**config.mk**
```make
export PLATFORM = sky130hd
export DESIGN_NAME = mem_access_ctrl
export DESIGN_NICKNAME = d
export VERILOG_FILES = /design/src/rtl/mem_access_pkg.sv /design/src/rtl/mem_access_cnt.sv /design/src/rtl/mem_access_ctrl.sv
export SDC_FILE = /design/constraint.sdc
export NUM_CORES = 1
export LEC_CHECK = 0
export BUFFER_PORTS_ARGS = -buffer_cell sky130_fd_sc_hd__buf_2
export CAP_MARGIN = 30
export CORE_AREA = 2 2 151 153
export DETAILED_ROUTE_END_ITERATION = 8
export DIE_AREA = 0 0 153 155
export PLACE_DENSITY = 0.57
export REMOVE_ABC_BUFFERS = 1
export SLEW_MARGIN = 15
export SYNTH_ARGS = -nofsm -noshare
export SYNTH_HDL_FRONTEND = slang
export SYNTH_SLANG_ARGS = --single-unit
```
**constraint.sdc**
```tcl
create_clock -name clk -period 2.7 [get_ports clk]
set_clock_uncertainty 0.1 [all_clocks]
set_input_delay 0.27 -clock clk [delete_from_list [all_inputs] [get_ports clk]]
set_output_delay 0.27 -clock clk [all_outputs]
set_load 0.005 [all_outputs]
```
**src/rtl/mem_access_pkg.sv**
```systemverilog
// Shared encodings and default sizing for the core-side memory access controller.
package mem_access_pkg;

  localparam int DATA_W_DEF    = 32;
  localparam int MEM_DEPTH_DEF = 256;

  typedef enum logic [1:0] {
    OP_FETCH = 2'b00,
    OP_LOAD  = 2'b01,
    OP_STORE = 2'b10,
    OP_ILL   = 2'b11
  } op_e;

  typedef enum logic [1:0] {
    IDLE,
    ACCESS,
    RESP
  } state_e;

endpackage

```
**src/rtl/mem_access_cnt.sv**
```systemverilog
// Wrapping completion counters for successful fetch, load and store requests.
module mem_access_cnt (
  input  logic        clk,
  input  logic        rst,
  input  logic        fetch_done_i,
  input  logic        load_done_i,
  input  logic        store_done_i,
  output logic [31:0] cnt_fetch_o,
  output logic [31:0] cnt_load_o,
  output logic [31:0] cnt_store_o
);

  logic [31:0] fetch_q, load_q, store_q;

  always_ff @(posedge clk) begin
    if (rst) begin
      fetch_q <= '0;
      load_q  <= '0;
      store_q <= '0;
    end else begin
      if (fetch_done_i) fetch_q <= fetch_q + 32'd1;
      if (load_done_i)  load_q  <= load_q + 32'd1;
      if (store_done_i) store_q <= store_q + 32'd1;
    end
  end

  assign cnt_fetch_o = fetch_q;
  assign cnt_load_o  = load_q;
  assign cnt_store_o = store_q;

endmodule

```
**src/rtl/mem_access_ctrl.sv**
```systemverilog
// One-outstanding-access controller between the core and the unified memory.
// Define ACCESS_CNT_EN to build the completion counters; otherwise they read 0.
module mem_access_ctrl
  import mem_access_pkg::*;
#(
  parameter int DATA_W    = DATA_W_DEF,
  parameter int MEM_DEPTH = MEM_DEPTH_DEF
) (
  input  logic              clk,
  input  logic              rst,
  input  logic              req_valid,
  output logic              req_ready,
  input  logic [1:0]        req_op,
  input  logic [31:0]       req_addr,
  input  logic [DATA_W-1:0] req_wdata,
  output logic              rsp_valid,
  input  logic              rsp_ready,
  output logic [DATA_W-1:0] rsp_data,
  output logic              rsp_err,
  output logic [31:0]       mem_pc,
  output logic [31:0]       mem_rd_addr,
  output logic [31:0]       mem_wr_addr,
  output logic [DATA_W-1:0] mem_wr_data,
  output logic              mem_we,
  input  logic [DATA_W-1:0] mem_inst,
  input  logic [DATA_W-1:0] mem_rdata,
  output logic [31:0]       cnt_fetch,
  output logic [31:0]       cnt_load,
  output logic [31:0]       cnt_store
);

  state_e            state_q, state_d;
  op_e               op_q, op_d;
  logic [31:0]       addr_q, addr_d;
  logic [DATA_W-1:0] wdata_q, wdata_d;
  logic              err_q, err_d;
  logic [DATA_W-1:0] rsp_data_q, rsp_data_d;
  logic              rsp_err_q, rsp_err_d;
  logic              we_raw;

  always_comb begin
    state_d    = state_q;
    op_d       = op_q;
    addr_d     = addr_q;
    wdata_d    = wdata_q;
    err_d      = err_q;
    rsp_data_d = rsp_data_q;
    rsp_err_d  = rsp_err_q;
    req_ready  = 1'b0;
    rsp_valid  = 1'b0;
    we_raw     = 1'b0;
    case (state_q)
      IDLE: begin
        req_ready = 1'b1;
        if (req_valid) begin
          op_d    = op_e'(req_op);
          addr_d  = req_addr;
          wdata_d = req_wdata;
          err_d   = (req_op == OP_ILL) || (req_addr >= 32'(MEM_DEPTH));
          state_d = ACCESS;
        end
      end
      ACCESS: begin
        we_raw    = (op_q == OP_STORE) && !err_q;
        rsp_err_d = err_q;
        if (err_q) begin
          rsp_data_d = '0;
        end else begin
          case (op_q)
            OP_FETCH: rsp_data_d = mem_inst;
            OP_LOAD:  rsp_data_d = mem_rdata;
            default:  rsp_data_d = '0;
          endcase
        end
        state_d = RESP;
      end
      RESP: begin
        rsp_valid = 1'b1;
        if (rsp_ready) state_d = IDLE;
      end
      default: state_d = IDLE;
    endcase
  end

  always_ff @(posedge clk) begin
    if (rst) begin
      state_q    <= IDLE;
      op_q       <= OP_FETCH;
      addr_q     <= '0;
      wdata_q    <= '0;
      err_q      <= 1'b0;
      rsp_data_q <= '0;
      rsp_err_q  <= 1'b0;
    end else begin
      state_q    <= state_d;
      op_q       <= op_d;
      addr_q     <= addr_d;
      wdata_q    <= wdata_d;
      err_q      <= err_d;
      rsp_data_q <= rsp_data_d;
      rsp_err_q  <= rsp_err_d;
    end
  end

  // A reset landing on the access cycle must not let a store through.
  assign mem_we      = we_raw & ~rst;
  assign mem_pc      = addr_q;
  assign mem_rd_addr = addr_q;
  assign mem_wr_addr = addr_q;
  assign mem_wr_data = wdata_q;
  assign rsp_data    = rsp_data_q;
  assign rsp_err     = rsp_err_q;

`ifdef ACCESS_CNT_EN
  logic rsp_done;
  assign rsp_done = rsp_valid & rsp_ready & ~rsp_err_q;

  mem_access_cnt u_cnt (
    .clk          (clk),
    .rst          (rst),
    .fetch_done_i (rsp_done && (op_q == OP_FETCH)),
    .load_done_i  (rsp_done && (op_q == OP_LOAD)),
    .store_done_i (rsp_done && (op_q == OP_STORE)),
    .cnt_fetch_o  (cnt_fetch),
    .cnt_load_o   (cnt_load),
    .cnt_store_o  (cnt_store)
  );
`else
  assign cnt_fetch = '0;
  assign cnt_load  = '0;
  assign cnt_store = '0;
`endif

endmodule

```
==> impl_metrics.env, run 1 <==
export IMPL_status="completed"
export IMPL_cts_resized=0
export IMPL_drive_above_1_share_pct=42.16
export IMPL_fin_hold_ws_ns=0.05826
export IMPL_place_area_um2=6050
export IMPL_cp_max_fo=35
export IMPL_io_buffers=297
export IMPL_synth_top_cell_by_area="dfxtp_1"
export IMPL_rr_endpoint="mem_wr_data[30]"
export IMPL_use_met1_pct=12.50
export IMPL_cp_required_ns=2.33
export IMPL_globalRouteOverflowTotal=0
export IMPL_critPathLaunchType="flop"
export IMPL_grt_max_degree=69
export IMPL_core_um2=22230
export IMPL_reg2reg_slack_ns=0.97
export IMPL_slew_headroom_pct=51.22
export IMPL_dr_pass1_iters=4
export IMPL_clock_latency_ns=0.34
export IMPL_setup_viol=0
export IMPL_finalCritPeriodShare_pct=72.09
export IMPL_nets=966
export IMPL_hp_class="in2reg"
export IMPL_grt_antenna_before_repair=2
export IMPL_drt_initial_drc_count=140
export IMPL_wl_um=13810
export IMPL_viasPerCell=3.905
export IMPL_die_area_um2=23720
export IMPL_max_cap_violations=0
export IMPL_yosysTopAreaCellShare_pct=39.75
export IMPL_ys_types=23
export IMPL_fp_dieH_um=155
export IMPL_clockBufferDepth=2
export IMPL_cts_buffers=9
export IMPL_final_cell_mix="buf_2, nand2_1, dfxtp_1, conb_1, a21oi_1"
export IMPL_syn_avg_cell_area_um2=8.300
export IMPL_yosysSeqAreaShare_pct=39.75
export IMPL_postLayoutCoreUtil_pct=28.70
export IMPL_fin_crit_ns=1.946
export IMPL_worstMarginPinSlew_ns=0.7316
export IMPL_end_kind="output pin"
export IMPL_grt_usage_pct=10.87
export IMPL_worstSetupPathType="reg2out"
export IMPL_synthCells=619
export IMPL_cts_tree="done"
export IMPL_ios=394
export IMPL_clock_fmax_mhz=513.8
export IMPL_grt_use_met3_pct=3.426
export IMPL_synthToLayoutAreaGrowth_pct=24.16
export IMPL_syn_area_um2=5137
export IMPL_worstHoldEndpoint="mem_wr_data[26]"
export IMPL_p_per_area_nw_per_um2=581.3
export IMPL_irDropWorstVdd_v=0.0002465
export IMPL_busiest_layer="met2"
export IMPL_clk_pin_slew_ns=0.07
export IMPL_hp_start="req_wdata[26]"
export IMPL_initial_core_util_pct=23.11
export IMPL_cts_setup_buffers=0
export IMPL_rows=55
export IMPL_grt_pass1_vias=3844
export IMPL_rsz0062_at_grt="no"
export IMPL_grt_pass1_wl_um=20230
export IMPL_final_common_cell="buf_2"
export IMPL_via_count=4377
export IMPL_drc_errors=0
export IMPL_cts_hold_fix_buffers=0
export IMPL_worstReg2RegStart="state_q[1]"
export IMPL_worstPathArrival_ns=1.58
export IMPL_final_hold_violation_count=0
export IMPL_slew_violations=0
export IMPL_hpwl_um=10280
export IMPL_drt_wirelength_per_cell_um=12.32
export IMPL_synth_warnings=0
export IMPL_root_buffer="clkbuf_16"
export IMPL_cts_sinks=102
export IMPL_final_area_um2=6379
export IMPL_hold_depth=3
export IMPL_die_x_um=153
export IMPL_synth_top_cells_by_area="dfxtp_1, buf_4, nand2_1"
export IMPL_gr_usage_met2_pct=19.37
export IMPL_gp_congestion=0.6893
export IMPL_fin_cells=1121
export IMPL_synth_seq_cells=102
export IMPL_dp_cells=1106
export IMPL_ant_nets=0
export IMPL_htree_levels=3
export IMPL_finalPower_mw=3.708
export IMPL_ff2ff_path_depth=4
export IMPL_p_leak_nw=3.255
## how the worst max path moves through the flow
stage	start	endpoint	depth (start not counted)	slack, ns
floorplan	state_q[1]	err_q	3	-0.30
global route	state_q[1]	mem_we	4	0.63
detailed placement	state_q[1]	mem_wr_data[6]	4	0.97
finish	state_q[1]	mem_we	4	0.75
global placement	state_q[1]	mem_pc[10]	4	1.0
CTS	state_q[1]	mem_we	4	0.71
## routing by layer
layer / routed length, um / share of wire, %
met5: 13 / 0.094
met2: 6724 / 49
met3: 1187 / 8.6
met4: 175 / 1.3
met1: 5712 / 41
## cell families after synthesis
kind of cell | synth area share (%)
compound gates | 11.42
buf+inv | 26.98
flops | 39.75
mux | 7.209
other cells | 0.07299
simple gates | 14.56
## cell type report
cell class	count	area (um^2)
inverter	1	3.754
tap	285	356.6
antenna	1	2.502
fill	2458	15850
timing repair buffer	304	1567
multi-input combinational	414	2081
clock inverter	4	97.59
clock buffer	10	229.0
sequential	102	2042
## Yosys cell counts, drive strengths merged
master,count
a21oi,67
o221a,1
mux2,32
buf,176
clkbuf,21
nor2b,1
a22oi,32
nor2,36
conb,1
nor4,6
nor3b,1
or3b,1
nor4b,1
nand2,134
nand4,2
mux2i,1
nand2b,2
dfxtp,102
inv,1
nor3,1
## metrics by stage
step	setup slack, ns	TNS, ns
floorplan	-0.3024	-3.570
global placement	0.9991	0
detailed placement	0.9682	0
CTS	0.7051	0
global route	0.6272	0
finish	0.7536	0
## sequential cells by signal (all words and copies together), names as in the netlist
name / count
err_q: 1
rsp_err: 1
state_q: 2
rsp_data: 32
op_q: 2
mem_pc: 32
mem_wr_data: 32
## power breakdown
group	total (mW)	switching, mW	leakage [nW]	internal [mW]
Combinational	0.596	0.320	2.27	0.277
Sequential	1.65	0.0608	0.835	1.59
Clock	1.46	0.562	0.155	0.897
## critical path, stage by stage (launching register included)
cell and delay, ns:
dfxtp_1 0.48, nand2b_1 0.15, buf_4 0.34, nor3_1 0.11
buf_2 0.16
Power figures use the tool's default switching activity.
==> inputs of run 2 (changes only) <==
--- a/config.mk
+++ b/config.mk
@@ -7,10 +7,10 @@
 export LEC_CHECK = 0
 export BUFFER_PORTS_ARGS = -buffer_cell sky130_fd_sc_hd__buf_2
 export CAP_MARGIN = 30
-export CORE_AREA = 2 2 151 153
+export CORE_AREA = 2 2 155 157
 export DETAILED_ROUTE_END_ITERATION = 8
-export DIE_AREA = 0 0 153 155
-export PLACE_DENSITY = 0.57
+export DIE_AREA = 0 0 157 159
+export PLACE_DENSITY = 0.56
 export REMOVE_ABC_BUFFERS = 1
 export SLEW_MARGIN = 15
 export SYNTH_ARGS = -nofsm -noshare
==> constraint.sdc (replaced) <==
create_clock -name clk -period 1.6 [get_ports clk]
set_clock_uncertainty 0.1 [all_clocks]
set_input_delay 0.16 -clock clk [delete_from_list [all_inputs] [get_ports clk]]
set_output_delay 0.16 -clock clk [all_outputs]
set_load 0.005 [all_outputs]
==> impl_metrics.env, run 2 (synthesized netlist as in run 1, its figures left out) <==
export IMPL_status="completed"
export IMPL_worstPathArrival_ns=1.65
export IMPL_grt_pass1_wl_um=22460
export IMPL_slew_violations=0
export IMPL_viasPerCell=3.881
export IMPL_cts_tree="done"
export IMPL_hp_start="req_addr[16]"
export IMPL_clk_pin_slew_ns=0.08
export IMPL_reg2reg_slack_ns=0.12
export IMPL_end_kind="flop"
export IMPL_grt_antenna_before_repair=0
export IMPL_critPathMaxStageDelay_ns=0.56
export IMPL_ff2ff_path_depth=6
export IMPL_hp_class="in2reg"
export IMPL_synthToLayoutAreaGrowth_pct=41.77
export IMPL_final_common_cell="buf_2"
export IMPL_dp_cells=1158
export IMPL_clock_fmax_mhz=664.8
export IMPL_globalRouteOverflowTotal=0
export IMPL_cp_top_family="buffers and inverters"
export IMPL_drive_above_1_share_pct=40.93
export IMPL_ios=394
export IMPL_diodes=0
export IMPL_postLayoutCoreUtil_pct=31.40
export IMPL_drt_initial_drc_count=196
export IMPL_fin_cells=1240
export IMPL_drc_errors=0
export IMPL_path_buf_inv=2
export IMPL_htree_levels=3
export IMPL_clock_latency_ns=0.35
export IMPL_final_cell_mix="buf_2, nand2_1, dfxtp_1, conb_1, a21oi_1"
export IMPL_worstHoldEndpoint="mem_pc[16]"
export IMPL_grt_max_degree=57
export IMPL_ant_nets=0
export IMPL_worstSetupPathType="in2reg"
export IMPL_hpwl_um=11110
export IMPL_root_buffer="clkbuf_16"
export IMPL_cts_buffers=9
export IMPL_hold_depth=3
export IMPL_p_per_area_nw_per_um2=866.2
export IMPL_initial_core_util_pct=22.15
export IMPL_dr_pass1_iters=5
export IMPL_nets=1051
export IMPL_slowest_stage="dlygate4sd3_1"
export IMPL_p_leak_nw=3.642
export IMPL_io_buffers=297
export IMPL_setup_viol=0
export IMPL_rows=56
export IMPL_die_area_um2=24960
export IMPL_rsz0062_at_grt="no"
export IMPL_internal_power_mw=4.590
export IMPL_clkPwrFrac_pct=36.3
export IMPL_p_comb_share_pct=19.5
export IMPL_irDropWorstVdd_v=0.0004502
export IMPL_drt_wirelength_per_cell_um=12.26
export IMPL_crit_chain="dlygate4sd3_1 -> buf_2 -> nor4_1 -> nand4_1 -> o221a_1"
export IMPL_die_x_um=157
export IMPL_clockBufferDepth=2
export IMPL_cts_sinks=102
export IMPL_grt_usage_pct=11.51
export IMPL_p_seq_share_pct=44.2
export IMPL_cp_required_ns=1.75
export IMPL_core_um2=23190
export IMPL_worstReg2RegStart="state_q[0]"
export IMPL_power_switching_share_pct=27.24
export IMPL_critPathLaunchType="input pin"
export IMPL_max_cap_violations=0
export IMPL_wl_um=15200
export IMPL_finalCritPeriodShare_pct=94.01
export IMPL_via_count=4813
export IMPL_final_hold_violation_count=0
export IMPL_cp_max_fo=2
export IMPL_p_switching_mw=1.719
export IMPL_fp_dieH_um=159
export IMPL_grt_pass1_vias=4350
export IMPL_rr_endpoint="mem_wr_data[8]"
export IMPL_path_depth=5
export IMPL_fin_crit_ns=1.504
export IMPL_gp_congestion=0.7248
[run 2: cell count changes in the layout (fill, tap and decap cells not counted), sizes merged]
cell and change:
buf +19, inv +1, dlygate4sd3 +66, diode -1, clkinv +2, clkbuf +1, bufinv -2, clkinvlp -1
[run 2: power groups by stage]
stage	registers (mW)	clock network, mW	logic (mW)
4_1_cts	2.79	2.40	1.23
5_1_grt	2.81	2.52	1.36
2_1_floorplan	2.88	0	0.395
3_5_place_dp	2.85	0	1.09
3_3_place_gp	2.84	0	1.10
6_report	2.79	2.29	1.23
[run 2: metrics by stage]
| step | setup slack [ns] | cell area [um^2] | hold slack, ns | total power [mW] | TNS (ns) |
|---|---|---|---|---|---|
| floorplan | -1.402 | 4111 | 0.1291 | 3.277 | -97.34 |
| global placement | 0.05587 | 6290 | 0.3016 | 3.941 | 0 |
| detailed placement | 0.1148 | 6290 | 0.3058 | 3.943 | 0 |
| CTS | 0.01084 | 7262 | 0.001850 | 6.415 | 0 |
| global route | 0.02232 | 7283 | 0.01526 | 6.696 | 0 |
| finish | 0.09581 | 7283 | 0.009612 | 6.309 | 0 |
[run 2: worst register-to-register path: stages, from the launching register on]
cell     delay [ns]
dfxtp_1        0.33
buf_4          0.16
nor3b_4        0.26
buf_12         0.21
buf_4          0.17
nand2_1        0.06
a21oi_1        0.13
[run 2: final cells by class]
cell class,instances,area [um^2]
Fill cell,2458,15910
Multi-Input combinational cell,414,2106
Inverter,1,3.754
Timing Repair Buffer,389,2432
Tap cell,319,399.1
Clock inverter,4,56.30
Sequential cell,102,2043
Clock buffer,11,242.7
[run 2: layer usage]
| layer | track usage [%] | vias up | wire [um] |
|---|---|---|---|
| met4 | 3.711 | 0 | 205 |
| met3 | 3.647 | 15 | 1315 |
| met5 | 0 | - | 0 |
| li1 | - | 2354 | - |
| met1 | 13.05 | 2181 | 6088 |
| met2 | 20.31 | 263 | 7591 |
[run 2: timing repair]
action                                  CTS  global route
endpoints found under the setup margin    1             2
buffers inserted                          0             1
hold endpoints to repair                 66             0
hold buffers                             66             0
gates resized for setup                   3             3
pin swaps                                 0             1
[run 2: worst max path at each step]
| stage | start | to | slack, ns |
|---|---|---|---|
| 3_3_place_gp | req_addr[9] | err_q | 0.06 |
| 2_1_floorplan | state_q[1] | err_q | -1.40 |
| 3_5_place_dp | req_addr[14] | err_q | 0.11 |
| 6_report | req_addr[31] | err_q | 0.1 |
| 5_1_grt | state_q[1] | mem_pc[22] | 0.02 |
| 4_1_cts | req_addr[11] | err_q | 0.01 |
==> inputs of run 3 (changes only) <==
--- a/config.mk
+++ b/config.mk
@@ -7,11 +7,13 @@
 export LEC_CHECK = 0
 export BUFFER_PORTS_ARGS = -buffer_cell sky130_fd_sc_hd__buf_2
 export CAP_MARGIN = 30
-export CORE_AREA = 2 2 155 157
+export CORE_AREA = 2 2 153 155
+export CTS_BUF_LIST = sky130_fd_sc_hd__clkbuf_8
 export DETAILED_ROUTE_END_ITERATION = 8
-export DIE_AREA = 0 0 157 159
-export PLACE_DENSITY = 0.56
+export DIE_AREA = 0 0 155 157
+export PLACE_DENSITY = 0.57
 export REMOVE_ABC_BUFFERS = 1
+export SKIP_LAST_GASP = 1
 export SLEW_MARGIN = 15
 export SYNTH_ARGS = -nofsm -noshare
 export SYNTH_HDL_FRONTEND = slang
==> impl_metrics.env, run 3 (synthesized netlist as in run 1, its figures left out) <==
export IMPL_status="finished, violations left"
export IMPL_violations="negative hold slack"
export IMPL_crit_chain="buf_4 -> buf_12 -> mux2_2 -> a22oi_1 -> nor2_1"
export IMPL_worstPathArrival_ns=1.69
export IMPL_regArea_um2=2046
export IMPL_p_per_area_nw_per_um2=793.7
export IMPL_drive_above_1_share_pct=40.74
export IMPL_diodes=0
export IMPL_finalPower_mw=5.669
export IMPL_grt_antenna_before_repair=0
export IMPL_cp_max_fo=31
export IMPL_critPathMaxStageDelay_ns=0.39
export IMPL_fin_crit_ns=1.518
export IMPL_ios=394
export IMPL_p_leak_nw=3.585
export IMPL_io_buffers=297
export IMPL_finalCritPeriodShare_pct=94.85
export IMPL_cts_buffers=9
export IMPL_critPathLaunchType="flop"
export IMPL_via_count=4734
export IMPL_postLayoutCoreUtil_pct=31.74
export IMPL_initial_core_util_pct=22.83
export IMPL_hpwl_um=11260
export IMPL_fill_cells=2396
export IMPL_p_seq_share_pct=49.3
export IMPL_clock_fmax_mhz=659.0
export IMPL_setup_viol=0
export IMPL_rsz0062_at_grt="yes"
export IMPL_root_buffer="clkbuf_8"
export IMPL_drt_wirelength_per_cell_um=13.24
export IMPL_ant_nets=0
export IMPL_end_kind="flop"
export IMPL_hp_class="in2reg"
export IMPL_die_area_um2=24340
export IMPL_internal_power_mw=3.993
export IMPL_nets=1047
export IMPL_drt_initial_drc_count=183
export IMPL_irDropWorstVdd_v=0.0003945
export IMPL_wl_um=15930
export IMPL_cp_top_family="flip-flops"
export IMPL_clk_pin_slew_ns=0.10
export IMPL_grt_max_degree=62
export IMPL_clock_latency_ns=0.38
export IMPL_core_um2=22500
export IMPL_slowest_stage="dfxtp_2"
export IMPL_die_x_um=155
export IMPL_cp_required_ns=1.78
export IMPL_cts_hold_fix_buffers=70
export IMPL_globalRouteOverflowTotal=0
export IMPL_multiInputGateArea_um2=2111
export IMPL_fp_dieH_um=157
export IMPL_viasPerCell=3.935
export IMPL_htree_levels=3
export IMPL_power_switching_share_pct=29.56
export IMPL_clkPwrFrac_pct=29.0
export IMPL_p_comb_share_pct=21.8
export IMPL_dr_pass1_iters=7
export IMPL_synthToLayoutAreaGrowth_pct=39.02
export IMPL_path_buf_inv=2
export IMPL_p_switching_mw=1.676
export IMPL_slew_violations=0
export IMPL_final_common_cell="buf_2"
export IMPL_grt_pass1_wl_um=22300
export IMPL_final_cell_mix="buf_2, nand2_1, dfxtp_1, conb_1, dlygate4sd3_1"
export IMPL_grt_pass1_vias=4223
export IMPL_gp_congestion=0.7505
export IMPL_final_hold_violation_count=3
export IMPL_rows=55
export IMPL_grt_usage_pct=11.89
export IMPL_worstSetupPathType="reg2reg"
export IMPL_cts_tree="done"
export IMPL_max_cap_violations=0
export IMPL_fin_hold_ws_ns=-0.02734
export IMPL_drc_errors=0
export IMPL_clockBufferDepth=2
export IMPL_cts_sinks=102
run 3: cell types whose count changed in the layout (fill, tap and decap cells not counted), moves of 2 or more:
cell and change:
dlygate4sd3_1 +4, clkbuf_8 +10, inv_6 +2, dfxtp_1 -2, buf_4 -10, dfxtp_2 +2
clkbuf_16 -8
run 3: final timing paths:
path | startpoint | end | slack, ns | depth (start not counted)
worst min-delay path | rst | op_q[0] | -0.03 | 2
worst max register to register | op_q[0] | rsp_data[9] | 0.08 | 5
worst min register to register | mem_wr_data[8] | mem_wr_data[8] | 0.36 | 2
worst max-delay path | op_q[0] | rsp_data[9] | 0.08 | 5
run 3: repair_timing:
item                                    4_1_cts  5_1_grt
buffers inserted                              2        1
endpoints found under the setup margin        2       52
resized for setup                             3        7
pin swaps                                     0        1
endpoints found under the hold margin        70        3
gates cloned                                  0        1
run 3: per-layer routing:
metal  vias up  share of wire, %  GRT usage (%)
met4         0               1.1          3.704
li1       2351                 -              -
met2       244                52          22.43
met1      2128                39          12.78
met3        11               7.7          3.387
met5         -                 0              0
run 3: worst register-to-register path, cell delays in order, from the launching register on:
cell and delay, ns:
dfxtp_2 0.39, buf_4 0.14, buf_12 0.18, mux2_2 0.38, a22oi_1 0.17, nor2_1 0.06
run 3: per-stage QoR:
stage / setup TNS (ns) / cells / area [um^2] / setup slack, ns
2_1_floorplan: -97.34 / 517 / 4111 / -1.402
3_3_place_gp: 0 / 1114 / 6172 / 0.1233
3_5_place_dp: 0 / 1114 / 6172 / 0.1211
4_1_cts: -0.01383 / 1202 / 7093 / -0.008191
5_1_grt: -0.01053 / 1203 / 7142 / -0.01053
6_report: 0 / 1203 / 7142 / 0.08244
run 3: layout make-up:
type | count | area share (%)
repair buffers | 385 | 34.07
multi-input cells | 414 | 29.55
flip-flops and latches | 102 | 28.64
well taps | 285 | 4.993
clock buffers | 11 | 2.120
clock inverters | 5 | 0.5606
inverters | 1 | 0.05256
run 3: power groups by stage:
stage	Sequential (mW)	Clock (mW)	Combinational (mW)
2_1_floorplan	2.88	0	0.395
3_3_place_gp	2.85	0	1.07
3_5_place_dp	2.85	0	1.07
4_1_cts	2.79	1.78	1.22
5_1_grt	2.82	1.86	1.37
6_report	2.79	1.64	1.23
